===== src/rtl/weight_load_pkg.sv =====
// Shared definitions for the weight DRM loader.
// Holds the loader FSM state type and the fixed geometry of the weight DRM
// write port (word width, words per line, address width, checksum width).
package weight_load_pkg;

  localparam int unsigned WEIGHT_WORD_WIDTH        = 36;
  localparam int unsigned WEIGHT_WORDS_PER_LINE    = 9;
  localparam int unsigned WEIGHT_LINE_WIDTH        = WEIGHT_WORD_WIDTH * WEIGHT_WORDS_PER_LINE;
  localparam int unsigned WEIGHT_DRM_WR_ADDR_WIDTH = 10;
  localparam int unsigned WEIGHT_LEN_WIDTH         = 11;
  localparam int unsigned WEIGHT_CHECKSUM_WIDTH    = 32;

  typedef enum logic [1:0] {
    StIdle,
    StLoad,
    StDone
  } load_state_e;

endpackage


===== src/rtl/weight_line_packer.sv =====
// Packs consecutive input words into one DRM line.
// Ports:
//   clk, rstn  - clock, asynchronous active-low reset
//   clear      - restart packing at lane 0 with an empty line
//   beat       - one word is accepted this cycle
//   word       - accepted word, stored at lane word_cnt (lane 0 = LSBs)
//   line_full  - pulse: this beat fills the last lane
//   line_data  - line including the word accepted this cycle
module weight_line_packer
  import weight_load_pkg::*;
#(
  parameter int unsigned WORD_WIDTH     = WEIGHT_WORD_WIDTH,
  parameter int unsigned WORDS_PER_LINE = WEIGHT_WORDS_PER_LINE,
  parameter int unsigned LINE_WIDTH     = WORD_WIDTH * WORDS_PER_LINE
) (
  input  logic                  clk,
  input  logic                  rstn,
  input  logic                  clear,
  input  logic                  beat,
  input  logic [WORD_WIDTH-1:0] word,
  output logic                  line_full,
  output logic [LINE_WIDTH-1:0] line_data
);

  localparam int unsigned CntWidth = $clog2(WORDS_PER_LINE);

  logic [CntWidth-1:0]   word_cnt_q, word_cnt_d;
  logic [LINE_WIDTH-1:0] pack_q, pack_d;

  always_comb begin
    pack_d     = pack_q;
    word_cnt_d = word_cnt_q;
    line_full  = beat && (word_cnt_q == CntWidth'(WORDS_PER_LINE - 1));
    if (clear) begin
      pack_d     = '0;
      word_cnt_d = '0;
    end else if (beat) begin
      for (int unsigned i = 0; i < WORDS_PER_LINE; i++) begin
        if (word_cnt_q == CntWidth'(i)) begin
          pack_d[i*WORD_WIDTH +: WORD_WIDTH] = word;
        end
      end
      word_cnt_d = line_full ? '0 : word_cnt_q + 1'b1;
    end
  end

  // Combinational view lets the top capture the full line on the last beat.
  assign line_data = pack_d;

  always_ff @(posedge clk or negedge rstn) begin
    if (!rstn) begin
      pack_q     <= '0;
      word_cnt_q <= '0;
    end else begin
      pack_q     <= pack_d;
      word_cnt_q <= word_cnt_d;
    end
  end

endmodule


===== src/rtl/weight_drm_loader.sv =====
// Write-side feeder for the weight DRM array.
// Accepts 36-bit weight words (valid/ready), packs 9 per 324-bit line and
// writes each line to the DRM at consecutive addresses from a configured base.
// Ports:
//   clk, rstn                       - DRM write clock, async active-low reset
//   cfg_start/base_addr/line_num    - load request, sampled only when idle
//   busy, done                      - load in progress / one-cycle end pulse
//   s_data, s_valid, s_ready        - input word stream
//   WeightDRM_data/valid/addr_wr    - DRM write port (valid pulses per line)
//   load_checksum                   - only with WEIGHT_LOAD_CHECKSUM_EN defined:
//                                     mod-2^32 sum of accepted words
module weight_drm_loader
  import weight_load_pkg::*;
#(
  parameter int unsigned WORD_WIDTH     = WEIGHT_WORD_WIDTH,
  parameter int unsigned WORDS_PER_LINE = WEIGHT_WORDS_PER_LINE,
  parameter int unsigned LINE_WIDTH     = WORD_WIDTH * WORDS_PER_LINE,
  parameter int unsigned ADDR_WIDTH     = WEIGHT_DRM_WR_ADDR_WIDTH,
  parameter int unsigned LEN_WIDTH      = WEIGHT_LEN_WIDTH
) (
  input  logic                  clk,
  input  logic                  rstn,
  input  logic                  cfg_start,
  input  logic [ADDR_WIDTH-1:0] cfg_base_addr,
  input  logic [LEN_WIDTH-1:0]  cfg_line_num,
  output logic                  busy,
  output logic                  done,
  input  logic [WORD_WIDTH-1:0] s_data,
  input  logic                  s_valid,
  output logic                  s_ready,
  output logic [LINE_WIDTH-1:0] WeightDRM_data_wr,
  output logic                  WeightDRM_valid_wr,
  output logic [ADDR_WIDTH-1:0] WeightDRM_addr_wr
`ifdef WEIGHT_LOAD_CHECKSUM_EN
  ,
  output logic [WEIGHT_CHECKSUM_WIDTH-1:0] load_checksum
`endif
);

  load_state_e           state_q, state_d;
  logic [ADDR_WIDTH-1:0] base_q;
  logic [LEN_WIDTH-1:0]  len_q;
  logic [LEN_WIDTH-1:0]  line_cnt_q, line_cnt_d;
  logic                  zero_done_q;
  logic                  wr_valid_q;
  logic [LINE_WIDTH-1:0] wr_data_q;
  logic [ADDR_WIDTH-1:0] wr_addr_q;

  logic                  beat;
  logic                  accept_start;
  logic                  zero_start;
  logic                  line_full;
  logic                  last_line;
  logic [LINE_WIDTH-1:0] line_data;

  assign s_ready      = (state_q == StLoad);
  assign busy         = (state_q == StLoad);
  assign done         = (state_q == StDone) || zero_done_q;
  assign beat         = s_valid && s_ready;
  assign accept_start = (state_q == StIdle) && cfg_start && (cfg_line_num != '0);
  assign zero_start   = (state_q == StIdle) && cfg_start && (cfg_line_num == '0);
  assign last_line    = line_full && (line_cnt_q == len_q - LEN_WIDTH'(1));

  assign WeightDRM_valid_wr = wr_valid_q;
  assign WeightDRM_data_wr  = wr_data_q;
  assign WeightDRM_addr_wr  = wr_addr_q;

  weight_line_packer #(
    .WORD_WIDTH     (WORD_WIDTH),
    .WORDS_PER_LINE (WORDS_PER_LINE),
    .LINE_WIDTH     (LINE_WIDTH)
  ) u_packer (
    .clk       (clk),
    .rstn      (rstn),
    .clear     (accept_start),
    .beat      (beat),
    .word      (s_data),
    .line_full (line_full),
    .line_data (line_data)
  );

  always_comb begin
    state_d    = state_q;
    line_cnt_d = line_cnt_q;
    unique case (state_q)
      StIdle: begin
        if (accept_start) begin
          state_d    = StLoad;
          line_cnt_d = '0;
        end
      end
      StLoad: begin
        if (line_full) begin
          line_cnt_d = line_cnt_q + LEN_WIDTH'(1);
          if (last_line) begin
            state_d = StDone;
          end
        end
      end
      StDone:  state_d = StIdle;
      default: state_d = StIdle;
    endcase
  end

  always_ff @(posedge clk or negedge rstn) begin
    if (!rstn) begin
      state_q     <= StIdle;
      base_q      <= '0;
      len_q       <= '0;
      line_cnt_q  <= '0;
      zero_done_q <= 1'b0;
      wr_valid_q  <= 1'b0;
      wr_data_q   <= '0;
      wr_addr_q   <= '0;
    end else begin
      state_q     <= state_d;
      line_cnt_q  <= line_cnt_d;
      zero_done_q <= zero_start;
      wr_valid_q  <= line_full;
      if (accept_start) begin
        base_q <= cfg_base_addr;
        len_q  <= cfg_line_num;
      end
      // Data and address hold between strobes; the add wraps at 2^ADDR_WIDTH.
      if (line_full) begin
        wr_data_q <= line_data;
        wr_addr_q <= base_q + line_cnt_q[ADDR_WIDTH-1:0];
      end
    end
  end

`ifdef WEIGHT_LOAD_CHECKSUM_EN
  logic [WEIGHT_CHECKSUM_WIDTH-1:0] checksum_q;

  // Bits above 31 of each word cannot affect a mod-2^32 sum.
  always_ff @(posedge clk or negedge rstn) begin
    if (!rstn) begin
      checksum_q <= '0;
    end else if (accept_start) begin
      checksum_q <= '0;
    end else if (beat) begin
      checksum_q <= checksum_q + s_data[WEIGHT_CHECKSUM_WIDTH-1:0];
    end
  end

  assign load_checksum = checksum_q;
`endif

endmodule


===== config.mk =====
export PLATFORM = sky130hd
export DESIGN_NAME = weight_drm_loader
export DESIGN_NICKNAME = d
export VERILOG_FILES = /design/src/rtl/weight_load_pkg.sv /design/src/rtl/weight_line_packer.sv /design/src/rtl/weight_drm_loader.sv
export SDC_FILE = /design/constraint.sdc
export NUM_CORES = 1
export LEC_CHECK = 0
export ABC_AREA = 1
export BUFFER_PORTS_ARGS = -buffer_cell sky130_fd_sc_hd__buf_2
export CORE_MARGIN = 2
export CORE_UTILIZATION = 56
export DETAILED_ROUTE_END_ITERATION = 7
export HOLD_SLACK_MARGIN = 0.02
export PLACE_DENSITY_LB_ADDON = 0.05
export SYNTH_ARGS = -nofsm -noshare
export SYNTH_HDL_FRONTEND = slang
export SYNTH_HIERARCHICAL = 1
export SYNTH_SLANG_ARGS = --single-unit

===== constraint.sdc =====
create_clock -name clk -period 3.9 [get_ports clk]
set_clock_uncertainty 0.05 [all_clocks]
set_input_delay 0.195 -clock clk [delete_from_list [all_inputs] [get_ports clk]]
set_output_delay 0.195 -clock clk [all_outputs]
set_load 0.005 [all_outputs]

==> results.sh, run 1 <==
export IMPL_powerDensity_nw_per_um2=748
export IMPL_final_cells=4644
export IMPL_ir_worst_vdd_v=0.000369
export IMPL_pre_cts_ws_ps=715
export IMPL_synth_edf_count=0
export IMPL_nFillCells=4355
export IMPL_hold_class="primary input to asynchronous set/reset pin"
export IMPL_hold_ws_ps=80.8
export IMPL_synth_area_leaders="dfrtp_1 (60%), nand2_1 (21%), nor2_1 (8.8%), nand3_1 (2.9%), buf_2 (1.5%)"
export IMPL_ant_nets=0
export IMPL_yosysMostFrequentCell="nand2_1"
export IMPL_root_buffer="clkbuf_16"
export IMPL_synth_cell_types=34
export IMPL_vias=24760
export IMPL_leakage_nw=20.0
export IMPL_yosys_register_bits=698
export IMPL_numPortBuffers=398
export IMPL_cts_tree="yes"
export IMPL_syn_inst=3580
export IMPL_die_width_um=232
export IMPL_slew_viol_final=0
export IMPL_worst_slack_ps=724
export IMPL_multiInputGateArea_um2=10400
export IMPL_timing_final_crit_period_ps=3180
export IMPL_report_final_setup_viol=0
export IMPL_fp_row_count=83
export IMPL_synthDominantAreaCellType="dfrtp_1"
export IMPL_fin_total_pwr_w=0.0255
export IMPL_yosysWarnings=6
export IMPL_start_util_pct=56.7
export IMPL_avgSynthCellArea_um2=8.13
export IMPL_critical_path_arrival_ps=3610
export IMPL_crit_top_cell="nand2_1"
export IMPL_die_h_um=232
export IMPL_syn_area_um2=29100
export IMPL_drive_gt1_share_pct=14.3
export IMPL_ctsHtreeMaxLevel=3
export IMPL_async_flop_share_pct=100
export IMPL_post_cts_buffers=0
export IMPL_placed_cells=4494
export IMPL_worst_slew_pin_slew_ps=1210
export IMPL_drc=0
export IMPL_dp_hpwl_mm=54.2
export IMPL_synthTopCellsByCount="nand2_1 (1634), dfrtp_1 (698), nor2_1 (683)"
export IMPL_slew_headroom_pct=19.2
export IMPL_synth_seq_area_share_pct=60.0
export IMPL_crit_chain="nor2_4 > inv_2 > nor2_1 > nand2_1 > nor2_4 > buf_12 > buf_12 > nor2_1 > nand2_1 > nand2_1"
export IMPL_crit_slowest_cell="nor2_4"
export IMPL_hold_viol=0
export IMPL_synth_nets=3657
export IMPL_cts_buffers=73
export IMPL_crit_fanout=122
export IMPL_clock_sinks=698
export IMPL_grt_start_max_net_pins=190
export IMPL_first_pass_iters=6
export IMPL_critPathLaunchType="flip-flop"
export IMPL_grtUsageTotal_pct=32.9
export IMPL_period_share_pct=81.4
export IMPL_grt_pass1_wl_mm=135
export IMPL_crit_type="flip-flop to flip-flop"
export IMPL_clk_pin_slew_ps=60
export IMPL_cap_violations=0
export IMPL_grt_pass1_vias=23327
export IMPL_timing_fmax_mhz=315
export IMPL_drt_iter0_drc=2655
export IMPL_cpPeakStageDelay_ps=470
export IMPL_worstSkewPairLatency_ps=600
export IMPL_ios=399
export IMPL_grt_overflow_total=0
export IMPL_synth_main_ff_cell="dfrtp_1"
export IMPL_required_ps=4340
export IMPL_dieArea_um2=53800
export IMPL_wire_per_inst_um=19.0
export IMPL_end_kind="flip-flop"
export IMPL_drt_total_wl_mm=88.0
export IMPL_synth_top_cell_area_share_pct=60.0
export IMPL_grt_antenna_before_repair=3
export IMPL_rsz0062_at_grt="no"
export IMPL_cts_buffer_depth=3
export IMPL_final_seq_area_um2=17500
export IMPL_via_per_inst=5.33
export IMPL_status="finished, final reports clean"
export IMPL_area_growth_pct=17.1
export IMPL_gp_congestion=0.890
export IMPL_final_nets=3989
export IMPL_final_setup_tns_ps=0
export IMPL_fp_coreArea_um2=51300
[cells in the final DEF (no fill, tap or decap), drive strengths merged, types with 4 or more instances in the layout]
cell and instances:
ha 15, nand3 171, clkbuf 104, nand4 9
o21ai 26, nor3 9, buf 426, clkinv 52
dlygate4sd3 23, a21oi 8, dfrtp 698, nor2 695
o21bai 4, inv 57, nand2 1636, xnor2 4
xor2 7
[critical path, delay by kind of cell (launching register included)]
family / cells / cell delay [ps]
and+or+nand+nor: 7 / 1640
DFF: 1 / 410
buffers and inverters: 3 / 910
[report_power, final]
| part | total (W) | internal (W) | leakage, nW | switching, W |
|---|---|---|---|---|
| sequential | 0.0117 | 0.0101 | 9.17 | 0.00159 |
| combinational | 0.00708 | 0.00261 | 9.70 | 0.00447 |
| clock | 0.00676 | 0.00392 | 1.13 | 0.00284 |
| total | 0.0255 | 0.0166 | 20.0 | 0.00890 |
[metrics by stage]
step           instance area (um^2)  util, %
4_1_cts                       34100     66.4
3_3_place_gp                  31500     61.5
3_5_place_dp                  31500     61.5
6_report                      34100     66.4
5_1_grt                       34100     66.4
2_1_floorplan                 29100        -
[timing repair]
item / in CTS / in global routing
gates resized for setup: 0 / 0
endpoints found under the hold margin: 239 / 0
hold buffers: 23 / 0
[cell families (layout without fill, tap and decap cells)]
group	Yosys count	after routing	share of synthesized area [%]
AOI/OAI and AO/OA	43	43	0.886
other	0	3	0
buffers and inverters	286	667	4.17
adders and majority gates	16	16	0.714
xor gates and xnor gates	12	12	0.409
DFF	698	698	60.0
and+or+nand+nor	2525	2525	33.8
[sequential cells by signal, indices dropped and copies added (netlist names)]
name and flops:
WeightDRM_valid_wr 1, zero_done_q 1, WeightDRM_data_wr 324, base_q 10
u_packer/word_cnt_q 4, u_packer/pack_q 324, len_q 11, line_cnt_q 11
WeightDRM_addr_wr 10, state_q 2
[area by class of cell]
class	count	share of cell area, %
flip-flops and latches	698	51.3
inverters	94	1.08
repair buffers	449	7.76
clock buffers	104	6.24
clock inverters	20	0.496
diodes	3	0.0220
multi-input cells	2596	30.6
well taps	680	2.50
[final timing paths]
path,from,end,slack (ps),cells past startpoint
hold reg to reg,WeightDRM_data_wr[198],WeightDRM_data_wr[198],420,2
hold / removal,rstn,WeightDRM_data_wr[275],80,2
max in group asynchronous,rstn,u_packer/pack_q[94],2580,3
min in group clk,s_valid,u_packer/word_cnt_q[3],90,7
setup / recovery,state_q[1],u_packer/word_cnt_q[0],720,10
setup reg to reg,state_q[1],u_packer/word_cnt_q[0],720,10
[routing by layer]
metal	routed length, um	vias to the layer above	track usage (%)
met1	37800	12027	47.8
met4	2940	0	12.5
met5	0	-	0
met3	7120	134	5.61
li1	-	11547	-
met2	40100	1052	49.9
(Power assumes the default switching activity.)
==> run 2, diff against run 1 <==
--- a/config.mk
+++ b/config.mk
@@ -8,7 +8,7 @@
 export ABC_AREA = 1
 export BUFFER_PORTS_ARGS = -buffer_cell sky130_fd_sc_hd__buf_2
 export CORE_MARGIN = 2
-export CORE_UTILIZATION = 56
+export CORE_UTILIZATION = 52
 export DETAILED_ROUTE_END_ITERATION = 7
 export HOLD_SLACK_MARGIN = 0.02
 export PLACE_DENSITY_LB_ADDON = 0.05
==> constraint.sdc (replaced) <==
create_clock -name clk -period 2.6 [get_ports clk]
set_clock_uncertainty 0.05 [all_clocks]
set_input_delay 0.13 -clock clk [delete_from_list [all_inputs] [get_ports clk]]
set_output_delay 0.13 -clock clk [all_outputs]
set_load 0.005 [all_outputs]
==> results.sh, run 2 (synthesized netlist as in run 1, its figures left out) <==
export IMPL_cts_tree="yes"
export IMPL_gp_congestion=0.893
export IMPL_leakage_nw=20.4
export IMPL_final_setup_tns_ps=0
export IMPL_clk_pin_slew_ps=60
export IMPL_required_ps=3100
export IMPL_final_nets=4037
export IMPL_die_width_um=241
export IMPL_timing_final_crit_period_ps=2330
export IMPL_layout_commonest_cell="nand2_1"
export IMPL_p_int_w=0.0256
export IMPL_fp_coreArea_um2=55200
export IMPL_critical_path_arrival_ps=2830
export IMPL_hold_viol=0
export IMPL_grtUsageTotal_pct=31.8
export IMPL_grt_pass1_vias=23593
export IMPL_crit_buf_inv=3
export IMPL_fin_area_um2=34900
export IMPL_wire_per_inst_um=19.3
export IMPL_drive_gt1_share_pct=15.5
export IMPL_fp_row_count=86
export IMPL_powerDensity_nw_per_um2=1120
export IMPL_drc=0
export IMPL_critPathLaunchType="flip-flop"
export IMPL_crit_fanout=40
export IMPL_ir_worst_vdd_v=0.000601
export IMPL_via_per_inst=5.24
export IMPL_dp_hpwl_mm=58.1
export IMPL_status="finished, final reports clean"
export IMPL_start_util_pct=52.7
export IMPL_grt_overflow_total=0
export IMPL_root_buffer="clkbuf_16"
export IMPL_cpPeakStageDelay_ps=440
export IMPL_slew_headroom_pct=33.7
export IMPL_power_frac_seq_pct=44.6
export IMPL_clock_sinks=698
export IMPL_rsz0062_at_grt="no"
export IMPL_die_h_um=241
export IMPL_cts_buffer_depth=3
export IMPL_placed_cell_area_um2=32200
export IMPL_first_pass_iters=6
export IMPL_cts_buffers=72
export IMPL_p_switching_w=0.0134
export IMPL_critPathTopFamily="simple AND/OR/NAND/NOR gates"
export IMPL_cap_violations=0
export IMPL_drt_iter0_drc=2481
export IMPL_hold_class="primary input to flip-flop"
export IMPL_vias=24950
export IMPL_crit_chain="nor2_4 > inv_2 > nor2_2 > nand2_1 > nor2_4 > buf_12 > buf_4 > nand2_1 > nand2_1"
export IMPL_grt_antenna_before_repair=2
export IMPL_mostFrequentLayoutCells="nand2_1 (1634), dfrtp_1 (698), nor2_1 (681)"
export IMPL_worst_slew_pin_slew_ps=989
export IMPL_p_clk_share_pct=27.5
export IMPL_ctsHtreeMaxLevel=3
export IMPL_final_cells=4760
export IMPL_slew_viol_final=0
export IMPL_end_kind="flip-flop"
export IMPL_grt_start_max_net_pins=119
export IMPL_period_share_pct=89.8
export IMPL_crit_top_cell="nand2_1"
export IMPL_p_sw_share_pct=34.4
export IMPL_crit_slowest_cell="buf_4"
export IMPL_numPortBuffers=398
export IMPL_placed_cells=4604
export IMPL_ant_nets=0
export IMPL_timing_fmax_mhz=428
export IMPL_dieArea_um2=57900
export IMPL_drt_total_wl_mm=92.0
export IMPL_report_final_setup_viol=0
export IMPL_grt_pass1_wl_mm=138
export IMPL_combPwrFrac_pct=27.9
export IMPL_area_growth_pct=20.1
export IMPL_worstSkewPairLatency_ps=610
export IMPL_crit_type="flip-flop to flip-flop"
export IMPL_ios=399
## run 2: cell count changes in the layout (fill, tap and decap cells not counted)
cell           before  now
buf_16              0    1
buf_4              12   38
buf_12             16   34
bufinv_16           2    6
clkinv_8            0    1
nor2_1            682  681
dlygate4sd3_1      23   26
inv_6               3    2
clkbuf_1           15    9
nor2_2              0    1
diode_2             3    1
clkbuf_8           14   20
clkinvlp_4          3    4
clkinv_2           12    9
## run 2: repair_timing
item	in CTS	in global routing
hold buffers	26	0
setup endpoints to repair	0	90
hold endpoints to repair	497	0
buffers inserted	0	3
resized for setup	0	2
## run 2: final cells by class
class                   count  area, um^2
multi-input cells        2596       10400
flip-flops and latches    698       17500
repair buffers            498        3280
inverters                  94         368
fillers                  4872       20300
well taps                 748         936
diodes                      1        2.50
clock inverters            22         289
clock buffers             103        2160
## run 2: worst paths after layout
path                                        startpoint                endpoint  slack (ps)  cells past startpoint
min in group asynchronous                         rstn  WeightDRM_data_wr[266]         520                      3
worst min register to register  WeightDRM_data_wr[206]  WeightDRM_data_wr[206]         410                      2
worst max-delay path                        state_q[1]  WeightDRM_data_wr[236]         270                      9
worst max register to register              state_q[1]  WeightDRM_data_wr[236]         270                      9
max in group asynchronous                         rstn  WeightDRM_data_wr[273]         410                      4
worst min-delay path                         s_data[6]    u_packer/pack_q[222]          90                      6
## run 2: worst reg2reg max path, delay by kind of cell (launching register included)
kind | cells | cell delay (ps)
buf+inv | 3 | 790
flops | 1 | 410
simple gates | 6 | 1020
## run 2: stage by stage
step,util (%),power [W],hold slack (ps),setup slack [ps]
after floorplan,-,0.0233,-216,2.02
after global placement,58.3,0.0279,60.5,122
after detailed placement,58.3,0.0284,59.7,61.5
after CTS,63.2,0.0392,66.0,35.5
after global routing,63.3,0.0415,115,98.9
final,63.3,0.0391,94.6,266
## run 2: metal layers
metal  part of all wire [%]  GRT usage (%)
met1                     43           45.4
met2                     45           47.7
met3                    9.5           7.56
met4                    3.3           11.3
met5                      0              0
## run 2: power by group through the flow
stage / Clock (W) / Combinational (W) / Sequential [W]
2_1_floorplan: 0 / 0.00633 / 0.0170
3_3_place_gp: 0 / 0.0105 / 0.0174
3_5_place_dp: 0 / 0.0108 / 0.0176
4_1_cts: 0.0109 / 0.0109 / 0.0174
5_1_grt: 0.0113 / 0.0124 / 0.0178
6_report: 0.0107 / 0.0109 / 0.0174
==> run 3, diff against run 2 <==
--- a/config.mk
+++ b/config.mk
@@ -7,8 +7,9 @@
 export LEC_CHECK = 0
 export ABC_AREA = 1
 export BUFFER_PORTS_ARGS = -buffer_cell sky130_fd_sc_hd__buf_2
+export CORE_ASPECT_RATIO = 0.75
 export CORE_MARGIN = 2
-export CORE_UTILIZATION = 52
+export CORE_UTILIZATION = 56
 export DETAILED_ROUTE_END_ITERATION = 7
 export HOLD_SLACK_MARGIN = 0.02
 export PLACE_DENSITY_LB_ADDON = 0.05
==> constraint.sdc (replaced) <==
create_clock -name clk -period 3 [get_ports clk]
set_clock_uncertainty 0.05 [all_clocks]
set_input_delay 0.15 -clock clk [delete_from_list [all_inputs] [get_ports clk]]
set_output_delay 0.15 -clock clk [all_outputs]
set_load 0.005 [all_outputs]
==> results.sh, run 3 (synthesized netlist as in run 1, its figures left out) <==
export IMPL_cts_buffers=69
export IMPL_die_width_um=267
export IMPL_nFillCells=4305
export IMPL_final_nets=4022
export IMPL_numPortBuffers=398
export IMPL_grt_pass1_vias=23646
export IMPL_cpPeakStageDelay_ps=410
export IMPL_post_cts_buffers=0
export IMPL_critPathTopFamily="simple AND/OR/NAND/NOR gates"
export IMPL_grt_start_max_net_pins=145
export IMPL_slew_headroom_pct=31.1
export IMPL_start_util_pct=56.6
export IMPL_required_ps=3480
export IMPL_vias=24710
export IMPL_cts_tree="yes"
export IMPL_timing_final_crit_period_ps=2680
export IMPL_r2r_start="state_q[1]"
export IMPL_root_buffer="clkbuf_16"
export IMPL_ant_nets=0
export IMPL_hold_class="primary input to asynchronous set/reset pin"
export IMPL_grtUsageTotal_pct=32.9
export IMPL_final_setup_tns_ps=0
export IMPL_hold_viol=0
export IMPL_die_h_um=201
export IMPL_end_kind="flip-flop"
export IMPL_cap_violations=0
export IMPL_drive_gt1_share_pct=15.0
export IMPL_antennaDiodeCount=0
export IMPL_ctsHtreeMaxLevel=3
export IMPL_ir_worst_vdd_v=0.000586
export IMPL_fp_coreArea_um2=51400
export IMPL_drt_total_wl_mm=87.9
export IMPL_critical_path_arrival_ps=3160
export IMPL_crit_fanout=72
export IMPL_crit_top_cell="nand2_1"
export IMPL_powerDensity_nw_per_um2=962
export IMPL_via_per_inst=5.26
export IMPL_drc=0
export IMPL_area_growth_pct=18.4
export IMPL_worst_slew_pin_slew_ps=1030
export IMPL_grt_pass1_wl_mm=136
export IMPL_status="finished, final reports clean"
export IMPL_hold_ws_ps=78.5
export IMPL_grt_antenna_before_repair=3
export IMPL_crit_chain="nor2_4 > inv_2 > nor2_2 > nand2_1 > nor2_4 > buf_12 > buf_12 > nand2_1 > nand2_1"
export IMPL_fp_row_count=72
export IMPL_timing_fmax_mhz=373
export IMPL_gp_congestion=0.865
export IMPL_worstSkewPairLatency_ps=600
export IMPL_crit_path_start="state_q[1]"
export IMPL_slew_viol_final=0
export IMPL_crit_slowest_cell="dfrtp_1"
export IMPL_clock_sinks=698
export IMPL_first_pass_iters=6
export IMPL_mostFrequentLayoutCells="nand2_1 (1634), dfrtp_1 (698), nor2_1 (681)"
export IMPL_period_share_pct=89.4
export IMPL_report_final_setup_viol=0
export IMPL_ios=399
export IMPL_grt_overflow_total=0
export IMPL_dp_hpwl_mm=56.2
export IMPL_cts_buffer_depth=3
export IMPL_dieArea_um2=53800
export IMPL_leakage_nw=20.2
export IMPL_rsz0062_at_grt="no"
export IMPL_crit_type="flip-flop to flip-flop"
export IMPL_drt_iter0_drc=2680
export IMPL_crit_buf_inv=3
export IMPL_wire_per_inst_um=18.7
export IMPL_layout_commonest_cell="nand2_1"
export IMPL_clk_pin_slew_ps=70
export IMPL_critPathLaunchType="flip-flop"
-- run 3: cell count changes in the layout (fill, tap and decap cells not counted), sizes merged --
cell         change
dlygate4sd3      -3
inv              -1
clkinvlp         -3
diode            -1
bufinv           -2
clkbuf           -3
buf              -8
-- run 3: where the power goes --
group / leakage [nW] / internal [W] / switching, W
combinational: 9.93 / 0.00349 / 0.00578
sequential: 9.17 / 0.0131 / 0.00214
clock: 1.10 / 0.00505 / 0.00358
-- run 3: final timing paths --
check                                         end  slack, ps  cells past startpoint
max                        WeightDRM_data_wr[116]        320                      9
min                        WeightDRM_data_wr[276]         80                      2
max reg2reg                WeightDRM_data_wr[116]        320                      9
min reg2reg                WeightDRM_data_wr[243]        410                      2
max in group asynchronous  WeightDRM_data_wr[169]       1640                      4
min in group clk           u_packer/word_cnt_q[3]         80                      7
-- run 3: timing repair --
action,4_1_cts,5_1_grt
hold endpoints to repair,183,0
gates resized for setup,0,1
hold buffers,23,0
endpoints found under the setup margin,0,31
-- run 3: layout make-up --
type,count,area [um^2],area share [%]
clock buffer,101,2040,5.92
inverter,94,368,1.07
sequential,698,17500,50.7
timing repair buffer,486,3050,8.84
tap,703,880,2.55
multi-input combinational,2596,10400,30.3
clock inverter,16,190,0.552
-- run 3: stage by stage --
| step | std cells | total power [W] | setup WS (ps) | cell area [um^2] | utilization (%) |
|---|---|---|---|---|---|
| after floorplan | 3580 | 0.0202 | 402 | 29100 | - |
| after global placement | 4554 | 0.0241 | 260 | 32000 | 62.2 |
| after detailed placement | 4554 | 0.0245 | 196 | 32000 | 62.2 |
| after CTS | 4694 | 0.0333 | 175 | 34400 | 66.9 |
| after global routing | 4694 | 0.0352 | 145 | 34400 | 66.9 |
| final | 4694 | 0.0331 | 319 | 34400 | 66.9 |
-- run 3: metal layers --
metal / part of all wire [%] / global-route usage, %
met5: 0 / 0
met4: 3.2 / 10.8
met3: 8.5 / 7.17
met2: 47 / 51.4
met1: 42 / 46.2
